$ cat config.mk
export PLATFORM = sky130hd
export DESIGN_NAME = dr32e_data_bus_arbiter
export DESIGN_NICKNAME = d
export VERILOG_FILES = /design/src/rtl/dr32e_data_bus_arbiter.sv
export SDC_FILE = /design/constraint.sdc
export NUM_CORES = 1
export LEC_CHECK = 0
export ABC_AREA = 1
export BUFFER_PORTS_ARGS = -buffer_cell sky130_fd_sc_hd__clkbuf_2
export CAP_MARGIN = 10
export CORE_AREA = 2 2 112 114
export CTS_CLUSTER_DIAMETER = 80
export DETAILED_ROUTE_END_ITERATION = 10
export DIE_AREA = 0 0 114 116
export PLACE_DENSITY_LB_ADDON = 0.12
export SYNTH_ARGS = -nofsm -noshare
export SYNTH_HDL_FRONTEND = slang
export SYNTH_SLANG_ARGS = --single-unit
$ cat constraint.sdc
create_clock -name clk_i -period 4.6 [get_ports clk_i]
set_input_delay 0.92 -clock clk_i [delete_from_list [all_inputs] [get_ports clk_i]]
set_output_delay 0.92 -clock clk_i [all_outputs]
set_load 0.05 [all_outputs]
$ cat src/rtl/dr32e_data_bus_arbiter.sv
// Two-host round-robin arbiter onto one req/gnt/rvalid data port.
// An in-order owner FIFO routes each response back to the host that issued it.
module dr32e_data_bus_arbiter #(
    parameter bit          MemECC         = 1'b0,
    parameter int unsigned MemDataWidth   = MemECC ? 39 : 32,
    parameter int unsigned MaxOutstanding = 2
) (
    input  logic                      clk_i,
    input  logic                      rst_ni,
    input  logic [1:0]                host_req_i,
    output logic [1:0]                host_gnt_o,
    output logic [1:0]                host_rvalid_o,
    output logic [1:0]                host_err_o,
    input  logic [63:0]               host_addr_i,
    input  logic [1:0]                host_we_i,
    input  logic [7:0]                host_be_i,
    input  logic [2*MemDataWidth-1:0] host_wdata_i,
    output logic [MemDataWidth-1:0]   host_rdata_o,
    output logic                      data_req_o,
    input  logic                      data_gnt_i,
    input  logic                      data_rvalid_i,
    input  logic                      data_err_i,
    output logic [31:0]               data_addr_o,
    output logic                      data_we_o,
    output logic [3:0]                data_be_o,
    output logic [MemDataWidth-1:0]   data_wdata_o,
    input  logic [MemDataWidth-1:0]   data_rdata_i,
    output logic                      busy_o,
    output logic                      resp_orphan_o
);

    // state | meaning
    // IDLE  | round-robin winner chosen each cycle from live requests
    // HOLD  | request issued but not granted; locked to sel_q until grant or drop

    localparam int unsigned CntW = $clog2(MaxOutstanding + 1);
    localparam int unsigned PtrW = (MaxOutstanding > 1) ? $clog2(MaxOutstanding) : 1;
    localparam logic [CntW-1:0] CntMax  = CntW'(MaxOutstanding);
    localparam logic [PtrW-1:0] PtrLast = PtrW'(MaxOutstanding - 1);

    typedef enum logic {IDLE, HOLD} state_e;

    state_e                    state_q;
    logic                      sel_q;
    logic                      rr_q;
    logic [PtrW-1:0]           wr_ptr_q;
    logic [PtrW-1:0]           rd_ptr_q;
    logic [CntW-1:0]           cnt_q;
    logic [MaxOutstanding-1:0] owner_q;

    logic sel;
    logic can_issue;
    logic push;
    logic pop;
    logic head;

    function automatic logic [PtrW-1:0] ptr_inc(input logic [PtrW-1:0] ptr);
        return (ptr == PtrLast) ? '0 : ptr + 1'b1;
    endfunction

    always_comb begin
        can_issue = (cnt_q < CntMax);
        if (state_q == HOLD) begin
            sel        = sel_q;
            data_req_o = host_req_i[sel_q];
        end else begin
            sel        = host_req_i[rr_q] ? rr_q : ~rr_q;
            data_req_o = can_issue & (|host_req_i);
        end
        push = data_req_o & data_gnt_i;
        // No bypass from a same-cycle pop: a full FIFO blocks issue for this cycle.
        pop  = data_rvalid_i & (cnt_q != '0);
        head = owner_q[rd_ptr_q];
    end

    assign host_gnt_o    = {push & sel, push & ~sel};
    assign host_rvalid_o = {pop & head, pop & ~head};
    assign host_err_o    = {pop & head & data_err_i, pop & ~head & data_err_i};
    assign host_rdata_o  = data_rdata_i;
    assign resp_orphan_o = data_rvalid_i & (cnt_q == '0);
    assign busy_o        = data_req_o | (cnt_q != '0);

    assign data_addr_o  = sel ? host_addr_i[63:32] : host_addr_i[31:0];
    assign data_we_o    = sel ? host_we_i[1] : host_we_i[0];
    assign data_be_o    = sel ? host_be_i[7:4] : host_be_i[3:0];
    assign data_wdata_o = sel ? host_wdata_i[2*MemDataWidth-1:MemDataWidth]
                              : host_wdata_i[MemDataWidth-1:0];

    always_ff @(posedge clk_i or negedge rst_ni) begin
        if (!rst_ni) begin
            state_q  <= IDLE;
            sel_q    <= 1'b0;
            rr_q     <= 1'b0;
            wr_ptr_q <= '0;
            rd_ptr_q <= '0;
            cnt_q    <= '0;
            owner_q  <= '0;
        end else begin
            if (push) begin
                owner_q[wr_ptr_q] <= sel;
                wr_ptr_q          <= ptr_inc(wr_ptr_q);
                rr_q              <= ~sel;
            end
            if (pop) begin
                rd_ptr_q <= ptr_inc(rd_ptr_q);
            end
            case ({push, pop})
                2'b10:   cnt_q <= cnt_q + 1'b1;
                2'b01:   cnt_q <= cnt_q - 1'b1;
                default: cnt_q <= cnt_q;
            endcase
            case (state_q)
                IDLE: begin
                    if (data_req_o && !data_gnt_i) begin
                        sel_q   <= sel;
                        state_q <= HOLD;
                    end
                end
                HOLD: begin
                    // A host withdrawing its request before grant simply releases the lock.
                    if (push || !host_req_i[sel_q]) begin
                        state_q <= IDLE;
                    end
                end
                default: state_q <= IDLE;
            endcase
        end
    end

endmodule

# == Word level (Yosys, flattened, before mapping) ==
# Cells that the tools add are included.
# totals
reg_bits,9
out_inout_bits,110
word_cells,66
# op_classes
n_addsub,4
order_cmp,6
n_eq_ne,2
n_mux,22
bitwise_logic,15
reduce_logical,10
# op_table
cell,n
two-way mux 32 bit,2
two-way mux 1 bit,15
AND 1 bit,10
< comparator 1 x 2 -> 1 bit (second input constant),4
two-way mux 4 bit,1
inverter 1 bit,4
one-hot mux 2 bit (2 select lines),1
nonzero test 2 bit,2
adder 1 bit (second input constant),2
adder 2 x 1 -> 2 bit (second input constant),1
bitwise mux 2 bit,1
== test 2 x 1 -> 1 bit (second input constant),1
== test 2 bit (second input constant),1
logical AND 1 bit,2
zero test 1 bit,2
zero test 2 bit,1
< comparator 2 bit (second input constant),1
one-hot mux 1 bit (2 select lines),1
AND reduction 2 bit,1
OR reduction 2 bit,1
subtractor 2 x 1 -> 2 bit (second input constant),1
demux 1 bit (select 1 bit),1
greater-or-equal comparator 1 bit (second input constant),1
logical OR 1 bit,1
OR 1 bit,1

# == Depth between registers and ports, before layout ==
# depth
depth_word,7
ltp_mapped,9
ltp_nobuf,9

# == Worst setup path after synthesis ==
# Ideal clock, no wire load.
# synth_path
path_kind,input-to-output
from,in data_rvalid_i
to,out host_err_o[1]
arrival_time_ns,2.277
required_ns,3.680
setup_slack_ns,1.403
stages,4
n_path_buf,0
cell_sequence,inv_1 > nor2_2 > inv_1 > nor3_1
# synth_between
elab_chain_len,3
# synth_lines
item,line_no,text
"start, declared",21,"input logic data_rvalid_i,"
AND 1 bit,72,pop = data_rvalid_i & (cnt_q != '0);
net pop,54,logic pop;
AND 1 bit (2 in a row),78,"assign host_err_o = {pop & head & data_err_i, pop & ~head & data_err_i};"
"end, declared",13,"output logic [1:0] host_err_o,"
# The timed path passes the listed nets, and every way through them passes these cells.

# == Worst setup path after layout ==
# layout_path
from,in host_req_i[1]
to,out data_wdata_o[8]
# layout_between
elab_chain_len,5
# layout_lines
item,line_no,text
"start, declared",10,"input logic [1:0] host_req_i,"
two-way mux 1 bit (implied by the code) (2 in a row),67,sel = host_req_i[rr_q] ? rr_q : ~rr_q;
two-way mux 1 bit,67,
two-way mux 1 bit,63,if (state_q == HOLD) begin
two-way mux 32 bit,86,assign data_wdata_o = sel ? host_wdata_i[2*MemDataWidth-1:MemDataWidth]
"end, declared",26,"output logic [MemDataWidth-1:0] data_wdata_o,"
# Every way passes these cells. The select of a mux whose other input is x is not followed.

==> metrics.md <==
| Metric | Value |
|---|---|
| Outcome | finished clean |
| Cells after synthesis | roughly 320 |
| CP delay by family, top | buffers and inverters |
| Post-Synthesis Cell Area | 0.00165 mm2 |
| Sequential Power Share | 0.064 |
| Seq cells post-synth | 9 |
| H-Tree Depth | 1 |
| Max-cap viol count | 0 |
| Syn. warnings | 0 |
| GRT Util Overall | 0.0939 |
| Tmin final | 3290 ps |
| Logic gate share of total power | 0.868 |
| Ratio of cells with drive above 1 in the final layout | 0.460 |
| Most frequent cells in the layout | 224 x nand2_1, 222 x clkbuf_2, 14 x inv_1 |
| Worst slew margin | 0.509 |
| Fillcell total | 1423 |
| RSZ-0062 raised after global routing | no |
| Die Height | about 120 um |
| Largest net degree at the start of global routing | 74 |
| Final Max Slew Viols | 0 |
| TritonRoute pass-1 iters | 4 |
| Initial Util | 0.139 |
| Latest clock arrival within the worst-skew pair | 240 ps |
| Critical path's largest stage delay | 590 ps |
| HPWL reported at the end of detailed placement | approximately 5.9 mm |
| Final setup fails | 0 |
| Internal | 0.661 mW |
| Post-cts resize count | 0 |
| Area contributors post-synth | nand2_1 51%, buf_4 15%, dfrtp_1 14% |
| Io pins | 287 |
| Total negative slack | 0 ps |
| # rows | 40 |
| Worst VDD drop | 0.000282 V |
| Psw | 1.70 mW |
| Worst path buffer plus inverter count | 4 |
| Crit path cell chain | clkbuf_2 > inv_1 > nand2_1 > nand3_1 > nand2_2 > buf_4 > nand2_1 > nand2_1 > clkbuf_2 |
| GR Util met3 | 0.0204 |
| Power per standard cell area | 874 mW/mm2 |
| CTS tree | yes |
| Per-cell routed wire length | 11.0 um |
| Slowest CP cell | buf_4 |
| Total wire length | 7.16 mm |
| Most used routing layer | met2 |
| IO Port Bufs | 222 |
| First DRT Iteration DRCs | 72 |
| # DRC | 0 |
| Initial antenna violation count | 0 |
| Die width | 114 um |
| Min-Delay Path Class | register to register |
| Final GP Congestion | 0.712 |
| CTS buffer count | 3 |
| Vias | 2435 |
| Crit Path Max Fanout | 73 |
| Cts hold-fix bufs | 0 |
| Root buffer cell | clkbuf_16 |
| Placed cells | 649 |
| Share of the yosys chip area belonging to registers | 0.136 |
| First-pass GRT wire length | 10.2 mm |
| Vias per cell | 3.73 |
| Max Clk Rate | just over 300 MHz |
| Top cell type's share of synthesized area | 0.509 |
| Nets@finish | 685 |
| Number of global-route vias before repair | about 2.1k |
| Clk pwr share | 0.068 |
| Average cell area after synthesis | 5.10 um2 |
| Core area | between 0.01 and 0.015 mm2 |
| Grt ovf | 0 |
| Crit path capture type | output pin |
| Setup Buffers After CTS | 0 |
| Final non-filler cell total | 653 |
| Cell area after layout | 0.00270 mm2 |
| Mapped Nets | roughly 500 |
| Synth-to-Final Area Change | 63.3% |
| CP startpoint kind | input pin |
| CP required | 3680 ps |
| Reg clk slew, reported paths | 40 ps |
| Met1 usage | 0.0996 |
| CTS max path bufs | 2 |
| Slew at the pin closest to its max-slew limit | 737 ps |
| Synth unique cells | 19 |
| Most Frequent Cell on Critical Path | nand2_1 |
| Met2 Use GR | 0.185 |
| Placed Area | 0.00262 mm2 |
| # diodes | 0 |
| Most common cell after layout, fill and taps aside | nand2_1 |
| Cell taking the most area after synthesis | nand2_1 |
| Sw frac | 0.720 |
| CP Class | input pin to output pin |
| CP arrival | approximately 2400 ps |
| Static Leak | 1.88 nW |
| Routed Antenna Nets | 0 |
| CTS sink count | 9 |
| Final Cycle Share | 0.714 |
| Final Hold Fails | 0 |
| Full die area | around 0.013 mm2 |
| Clk_skew | 3.13 ps |
[flip-flops by register name, indices dropped and copies added (netlist names)]
register  flops
wr_ptr_q      1
cnt_q         2
sel_q         1
rd_ptr_q      1
state_q       1
owner_q       2
rr_q          1
[Yosys cell counts, drive strengths merged]
| cell type | instances |
|---|---|
| ha | 1 |
| buf | 47 |
| xnor2 | 1 |
| a21oi | 1 |
| o21ai | 4 |
| nor3 | 3 |
| nand4 | 3 |
| xor2 | 2 |
| dfrtp | 9 |
| inv | 15 |
| nand3 | 5 |
| nor2 | 7 |
| nand2 | 226 |
[per-stage QoR]
stage / power, mW / hold slack [ps] / util / worst slack [ps]
after floorplan: 1.88 / 449 / - / 1400
after global placement: 2.23 / 475 / 0.220 / 1280
after detailed placement: 2.23 / 477 / 0.220 / 1270
after CTS: 2.39 / 488 / 0.226 / 1270
after global routing: 2.53 / 527 / 0.226 / 1100
final: 2.36 / 478 / 0.226 / 1310
[power groups by stage]
stage | clock, mW | combinational, mW | sequential, mW
after global routing | 0.168 | 2.20 | 0.158
after global placement | 0 | 2.07 | 0.152
after detailed placement | 0 | 2.07 | 0.152
after floorplan | 0 | 1.73 | 0.143
after CTS | 0.162 | 2.08 | 0.151
final | 0.159 | 2.05 | 0.151
[kinds of logic (layout without fill, tap and decap cells)]
family	Yosys count	in the layout	synth area share
compound gates	5	5	0.0151
xor+xnor	3	3	0.0159
fa+ha+maj	1	1	0.00757
buf+inv	62	244	0.255
flops	9	9	0.136
simple gates	244	244	0.570
[layer usage]
metal | part of all wire | up-vias
met3 | 0.082 | 12
li1 | - | 1298
met5 | 0 | -
met2 | 0.54 | 117
met1 | 0.36 | 1008
met4 | 0.021 | 0
[area by class of cell]
| cell class | instances | area (um2) | share of cell area |
|---|---|---|---|
| clock buffers | 3 | 75.1 | 0.0278 |
| well taps | 147 | 184 | 0.0682 |
| clock inverters | 1 | 5.00 | 0.00186 |
| multi-input cells | 253 | 1000 | 0.373 |
| repair buffers | 225 | 1150 | 0.425 |
| flip-flops and latches | 9 | 225 | 0.0835 |
| inverters | 15 | 56.3 | 0.0209 |
[path summary, 6_finish.rpt]
kind,from,to,slack (ps),depth (start not counted)
max in group asynchronous,rst_ni,sel_q,3850,1
max reg2reg,cnt_q[1],cnt_q[1],2790,8
min in group asynchronous,rst_ni,owner_q[0],540,1
min reg2reg,owner_q[0],owner_q[0],480,2
min,owner_q[0],owner_q[0],480,2
max,host_req_i[1],data_wdata_o[8],1310,9
[worst reg2reg max path: cells and delay by family (launching register included)]
kind | cells | cell delay (ps)
AO/OA/AOI/OAI | 2 | 220
buffers and inverters | 1 | 120
XOR/XNOR | 1 | 150
flip-flops | 1 | 400
adder cells (fa/ha/maj) | 1 | 370
AND/OR/NAND/NOR | 3 | 450
No activity file was read; power rests on OpenSTA's default activity.
